## src/rtl/logic_analyzer_capture_fsm_if.sv

```systemverilog
// Host/trigger/sample-memory bundle for the logic analyzer capture sequencer.
// master = host side driving the request fields; slave = the capture FSM.
interface logic_analyzer_capture_fsm_if #(
  parameter int unsigned SAMPLE_DEPTH = 8
);
  localparam int unsigned ADDR_WIDTH = $clog2(SAMPLE_DEPTH);

  logic                  trigger;
  logic [1:0]            trigger_mode;
  logic [15:0]           trigger_loc;
  logic                  request_start;
  logic                  request_stop;
  logic [3:0]            state;
  logic [ADDR_WIDTH-1:0] read_pointer;
  logic [ADDR_WIDTH-1:0] write_pointer;
  logic                  bram_we;
  logic [ADDR_WIDTH-1:0] bram_addr;

  modport master (
    output trigger, trigger_mode, trigger_loc, request_start, request_stop,
    input  state, read_pointer, write_pointer, bram_we, bram_addr
  );

  modport slave (
    input  trigger, trigger_mode, trigger_loc, request_start, request_stop,
    output state, read_pointer, write_pointer, bram_we, bram_addr
  );
endinterface

```

## src/rtl/logic_analyzer_capture_fsm.sv

```systemverilog
// Capture sequencer: drives the sample buffer write port and circular read/write pointers.
// Optional LA_FSM_TRIG_SYNC_EN registers the trigger input once before use.
module logic_analyzer_capture_fsm #(
  parameter int unsigned SAMPLE_DEPTH = 8
) (
  input  logic                          clk,
  input  logic                          rst_n,
  logic_analyzer_capture_fsm_if.slave   bus
);
  localparam int unsigned           ADDR_WIDTH = $clog2(SAMPLE_DEPTH);
  localparam logic [15:0]           LOC_MAX    = 16'(SAMPLE_DEPTH - 1);
  localparam logic [ADDR_WIDTH-1:0] PTR_MAX    = ADDR_WIDTH'(SAMPLE_DEPTH - 1);

  typedef enum logic [3:0] {
    IDLE             = 4'd0,
    MOVE_TO_POSITION = 4'd1,
    IN_POSITION      = 4'd2,
    CAPTURING        = 4'd3,
    CAPTURED         = 4'd4
  } state_e;

  state_e                state_q, state_d;
  logic [ADDR_WIDTH-1:0] rd_q, rd_d;
  logic [ADDR_WIDTH-1:0] wr_q, wr_d;
  logic [ADDR_WIDTH-1:0] wr_inc, rd_inc, loc_eff;
  logic                  start_q;
  logic                  start_evt;
  logic                  trig;
  logic                  single_shot;
  logic                  incremental;
  logic                  we_c;

  function automatic logic [ADDR_WIDTH-1:0] ptr_inc(input logic [ADDR_WIDTH-1:0] p);
    return (p == PTR_MAX) ? '0 : p + ADDR_WIDTH'(1);
  endfunction

`ifdef LA_FSM_TRIG_SYNC_EN
  logic trig_q;

  always_ff @(posedge clk or negedge rst_n) begin
    if (!rst_n) trig_q <= 1'b0;
    else        trig_q <= bus.trigger;
  end

  assign trig = trig_q;
`else
  assign trig = bus.trigger;
`endif

  assign start_evt   = bus.request_start & ~start_q;
  assign single_shot = (bus.trigger_mode == 2'd0) || (bus.trigger_mode == 2'd3);
  assign incremental = (bus.trigger_mode == 2'd1);
  assign loc_eff     = (bus.trigger_loc > LOC_MAX) ? PTR_MAX : ADDR_WIDTH'(bus.trigger_loc);
  assign wr_inc      = ptr_inc(wr_q);
  assign rd_inc      = ptr_inc(rd_q);

  always_ff @(posedge clk or negedge rst_n) begin
    if (!rst_n) begin
      state_q <= IDLE;
      rd_q    <= '0;
      wr_q    <= '0;
      start_q <= 1'b0;
    end else begin
      state_q <= state_d;
      rd_q    <= rd_d;
      wr_q    <= wr_d;
      start_q <= bus.request_start;
    end
  end

  // Write enable depends only on state and trigger; stop/start act on the registered side.
  always_comb begin
    we_c = 1'b0;
    case (state_q)
      MOVE_TO_POSITION,
      IN_POSITION: we_c = 1'b1;
      CAPTURING:   we_c = incremental ? trig : 1'b1;
      default:     we_c = 1'b0;
    endcase
  end

  always_comb begin
    state_d = state_q;
    rd_d    = rd_q;
    wr_d    = wr_q;
    if (bus.request_stop) begin
      state_d = IDLE;
      rd_d    = '0;
      wr_d    = '0;
    end else if (start_evt && (state_q == IDLE || state_q == CAPTURED)) begin
      rd_d = '0;
      wr_d = '0;
      if (single_shot) state_d = (loc_eff == '0) ? IN_POSITION : MOVE_TO_POSITION;
      else             state_d = CAPTURING;
    end else begin
      case (state_q)
        IDLE, CAPTURED: ;
        MOVE_TO_POSITION: begin
          wr_d = wr_inc;
          if (wr_inc == loc_eff) state_d = IN_POSITION;
        end
        IN_POSITION: begin
          // Read pointer trails the writer to keep exactly loc_eff pre-trigger samples.
          wr_d = wr_inc;
          if (trig) state_d = (wr_inc == rd_q) ? CAPTURED : CAPTURING;
          else      rd_d    = rd_inc;
        end
        CAPTURING: begin
          if (we_c) begin
            wr_d = wr_inc;
            if (wr_inc == rd_q) state_d = CAPTURED;
          end
        end
        default: begin
          state_d = IDLE;
          rd_d    = '0;
          wr_d    = '0;
        end
      endcase
    end
  end

  assign bus.state         = state_q;
  assign bus.read_pointer  = rd_q;
  assign bus.write_pointer = wr_q;
  assign bus.bram_we       = we_c;
  assign bus.bram_addr     = wr_q;
endmodule

```

## src/flat_wrapper.sv

```systemverilog
// flat-port wrapper written by rule: the top's interface ports become plain ports
module logic_analyzer_capture_fsm_flat 
#(
  parameter int unsigned SAMPLE_DEPTH = 8
)
  (clk, rst_n, bus_trigger, bus_trigger_mode, bus_trigger_loc, bus_request_start, bus_request_stop, bus_state, bus_read_pointer, bus_write_pointer, bus_bram_we, bus_bram_addr);
  logic_analyzer_capture_fsm_if #(.SAMPLE_DEPTH(SAMPLE_DEPTH)) bus_i ();
  input  logic clk;
  input  logic rst_n;
  input wire logic [$bits(bus_i.trigger)-1:0] bus_trigger;
  input wire logic [$bits(bus_i.trigger_mode)-1:0] bus_trigger_mode;
  input wire logic [$bits(bus_i.trigger_loc)-1:0] bus_trigger_loc;
  input wire logic [$bits(bus_i.request_start)-1:0] bus_request_start;
  input wire logic [$bits(bus_i.request_stop)-1:0] bus_request_stop;
  output wire logic [$bits(bus_i.state)-1:0] bus_state;
  output wire logic [$bits(bus_i.read_pointer)-1:0] bus_read_pointer;
  output wire logic [$bits(bus_i.write_pointer)-1:0] bus_write_pointer;
  output wire logic [$bits(bus_i.bram_we)-1:0] bus_bram_we;
  output wire logic [$bits(bus_i.bram_addr)-1:0] bus_bram_addr;
  assign bus_i.trigger = bus_trigger;
  assign bus_i.trigger_mode = bus_trigger_mode;
  assign bus_i.trigger_loc = bus_trigger_loc;
  assign bus_i.request_start = bus_request_start;
  assign bus_i.request_stop = bus_request_stop;
  assign bus_state = bus_i.state;
  assign bus_read_pointer = bus_i.read_pointer;
  assign bus_write_pointer = bus_i.write_pointer;
  assign bus_bram_we = bus_i.bram_we;
  assign bus_bram_addr = bus_i.bram_addr;
  logic_analyzer_capture_fsm #(.SAMPLE_DEPTH(SAMPLE_DEPTH)) u_core (.clk(clk), .rst_n(rst_n), .bus(bus_i));
endmodule
```

## config.mk

```make
export PLATFORM = sky130hd
export DESIGN_NAME = logic_analyzer_capture_fsm_flat
export DESIGN_NICKNAME = d
export VERILOG_FILES = /design/src/rtl/logic_analyzer_capture_fsm_if.sv /design/src/rtl/logic_analyzer_capture_fsm.sv /design/src/flat_wrapper.sv
export SDC_FILE = /design/constraint.sdc
export NUM_CORES = 1
export LEC_CHECK = 0
export BUFFER_PORTS_ARGS = -buffer_cell sky130_fd_sc_hd__buf_2
export CAP_MARGIN = 25
export CORE_MARGIN = 4
export CORE_UTILIZATION = 50
export DETAILED_ROUTE_END_ITERATION = 10
export PLACE_DENSITY = 0.83
export SETUP_SLACK_MARGIN = 0.3
export SLEW_MARGIN = 10
export SYNTH_ARGS = -nofsm -noshare
export SYNTH_HDL_FRONTEND = slang
export SYNTH_SLANG_ARGS = --single-unit
```

## constraint.sdc

```tcl
create_clock -name clk -period 5.4 [get_ports clk]
set_input_delay 1.08 -clock clk [delete_from_list [all_inputs] [get_ports clk]]
set_output_delay 1.08 -clock clk [all_outputs]
set_load 0.1 [all_outputs]
```

==> impl_results.md <==
- Status: finished, final reports clean
- Synthesis-stage register bit count: 10
- Hold slack: between 500 and 600 ps
- Worst path arrival time: between 2000 and 2500 ps
- Area Growth Syn to Fin: 20.2%
- Die area: about 2500 um^2
- Internal: ~200 uW
- Drt wl/cell: roughly 14 um
- RSZ-0062 raised after global routing: no
- Largest net degree at the start of global routing: 15
- Critical path class: in -> out
- Tot GR Track Use: about a fifth
- Nets: 161
- Overall Power: 559 uW
- GRT overflow: 0
- Starting Density: between 50% and 60%
- Via Count: ~850
- H-tree depth: 1
- Critical Path Start: bus_trigger_mode[0]
- Sequential power share: ~22%
- Crit. End Element: primary output
- VDD IR-drop max: slightly below 0.5 mV
- Initial DRC count: 24
- Length of the first detailed-routing pass in iterations: 4
- Area of the core: 1580 um^2
- PD cells: 537 nW/um^2
- IO Pins: 37
- Ratio of final minimum period to clock period: about 60%
- Hold WC Path Type: reg -> reg
- Post-synthesis cell count: between 90 and 100
- Vias in the first global route: 900
- Num CTS Buffers: 3
- Fillers: ~150
- Worst Skew: 2.05 ps
- Root Driver: clkbuf_4
- Seq/Total Area, Yosys: between 20 and 30%
- Vias/cell: 5.77
- Cell Rows: 14
- Post-DRT Antenna Nets: 0
- Hold_sp: u_core.bus.bram_addr[2]
- CTS Buffer Depth: 2
- Critical path required time: between 4000 and 5000 ps
- Post-CTS sizing: 0
- Logic pwr share: between 60% and 70%
- Post-CTS setup buffers: 0
- MaxCap Viol Count: 0
- Util after Layout: between 60% and 70%
- Worst-path clk slew: 60 ps
- Psw: between 300 and 400 uW
- Initial antenna violation count: 0
- First-pass GRT wire length: around 3600 um
- Setup tns final: 0 ps
- Die height: 49.6 um
- Clock power frac: a little under a tenth
- Number of synthesized flops with an enable pin: 0
- Yosys warns: 0
- Leading cell type in the layout, fill and taps excluded: buf_2
- Final setup vio count: 0
- Leakage power: ~0.53 nW
- Fmax: 0.307 GHz
- Final hold vios: 0
- Die span in x: between 40 and 50 um
- Hold Buf Count CTS: 0
- IO buf count: 35
- Fraction of registers with async set/reset: 100%
- Clock Sinks: 10
- Type of origin of the critical path: input port
- Synthesized cell area: just under 900 um^2
- Routed Wire Length: 2070 um
- Sw Ratio: between 60% and 70%
- Crit Reg-Reg Startpoint: u_core.bus.bram_addr[0]
- Slew Viols, Final: 0
- DRC errors left: 0
- Layout cells sized above 1: about 37%
- Min Tclk post-route: approximately 3300 ps
- Most frequent cells in the layout: buf_2, nand2_1, dfrtp_1, nor2_1
- Crit Path Max Fanout: 2
- Ant. Diodes: 0
- Syn Nets: around 130
- Gpl congestion: around 0.95
- Ys flop type: dfrtp_1
- Non-filler cells, final: about 150
- Hpwl dp: approximately 1700 um
- CTS tree: done
- Worst-Skew Late Latency: between 200 and 300 ps
- Yosys cell types: 38
- Avg Cell Area, Syn: between 8 and 9 um^2
- Dpl cells: about 140
final cells by class:
type | instances | area (um^2) | share of cell area (%)
clock buffers | 3 | 22.5 | 2.16
inverters | 2 | 7.51 | 0.720
multi-input cells | 81 | 567 | 54.4
flip-flops and latches | 10 | 250 | 24.0
well taps | 16 | 20.0 | 1.92
repair buffers | 35 | 175 | 16.8
final timing paths:
check / to / slack, ps / cells past startpoint
max in group asynchronous: u_core.bus.read_pointer[2] / 4530 / 1
min reg2reg: u_core.bus.bram_addr[2] / 530 / 2
min: u_core.bus.bram_addr[2] / 530 / 2
min in group asynchronous: u_core.bus.state[1] / 670 / 1
max reg2reg: u_core.bus.state[0] / 3150 / 8
max: bus_bram_we / 2150 / 5
power by group through the flow:
stage               combinational (mW)  sequential (mW)  clock (mW)
floorplan                        0.230            0.222           0
global placement                 0.377            0.123           0
detailed placement               0.382            0.127           0
CTS                              0.383            0.125      0.0531
global route                     0.407            0.130      0.0566
finish                           0.383            0.125      0.0510
critical path, cell delays in order:
cell,delay (ps)
buf_2,100
ha_1,200
and4b_1,200
nor3_1,150
buf_2,450
synth_stat cells (2+ instances only):
master    count  area (um^2)
buf_4         5         37.5
o21ai_0       5         25.0
nand4_1       2         12.5
nor4_1        4         25.0
nor4_4        2         42.5
dfrtp_1      10          250
inv_1         2         7.51
nand3_1       2         10.0
nand2b_1      4         25.0
xor2_1        2         17.5
nor2_1        8         30.0
o31ai_1       2         15.0
ha_1          5         62.6
nand2_1      11         41.3
a21oi_1       5         25.0
xnor2_1       4         35.0
nor2b_1       5         31.3
kinds of logic after synthesis:
| kind of cell | count (synthesis) | synth area share (%) |
|---|---|---|
| and+or+nand+nor | 48 | 35.4 |
| AOI/OAI and AO/OA | 21 | 16.3 |
| DFF | 10 | 28.9 |
| buffers and inverters | 8 | 5.77 |
| xor gates and xnor gates | 6 | 6.06 |
| adders and majority gates | 5 | 7.22 |
| other | 1 | 0.432 |
metrics by stage:
stage	instance area, um^2	setup slack (ps)
6_report	1040	2150
3_5_place_dp	1020	2150
4_1_cts	1040	2140
3_3_place_gp	1020	2160
5_1_grt	1040	2040
2_1_floorplan	867	816
sequential cells by signal, summed over array words and instances (netlist names):
| signal | flops |
|---|---|
| u_core.bus.bram_addr | 3 |
| u_core.bus.read_pointer | 3 |
| u_core.bus.state | 3 |
| u_core.start_q | 1 |
layer usage:
layer	track usage, %	routed length [um]	up-vias
li1	-	-	420
met1	19.4	833	393
met2	34.8	1100	33
met3	6.33	124	2
met4	5.07	8	0
met5	0	0	-
No activity file was read; power rests on OpenSTA's default activity.
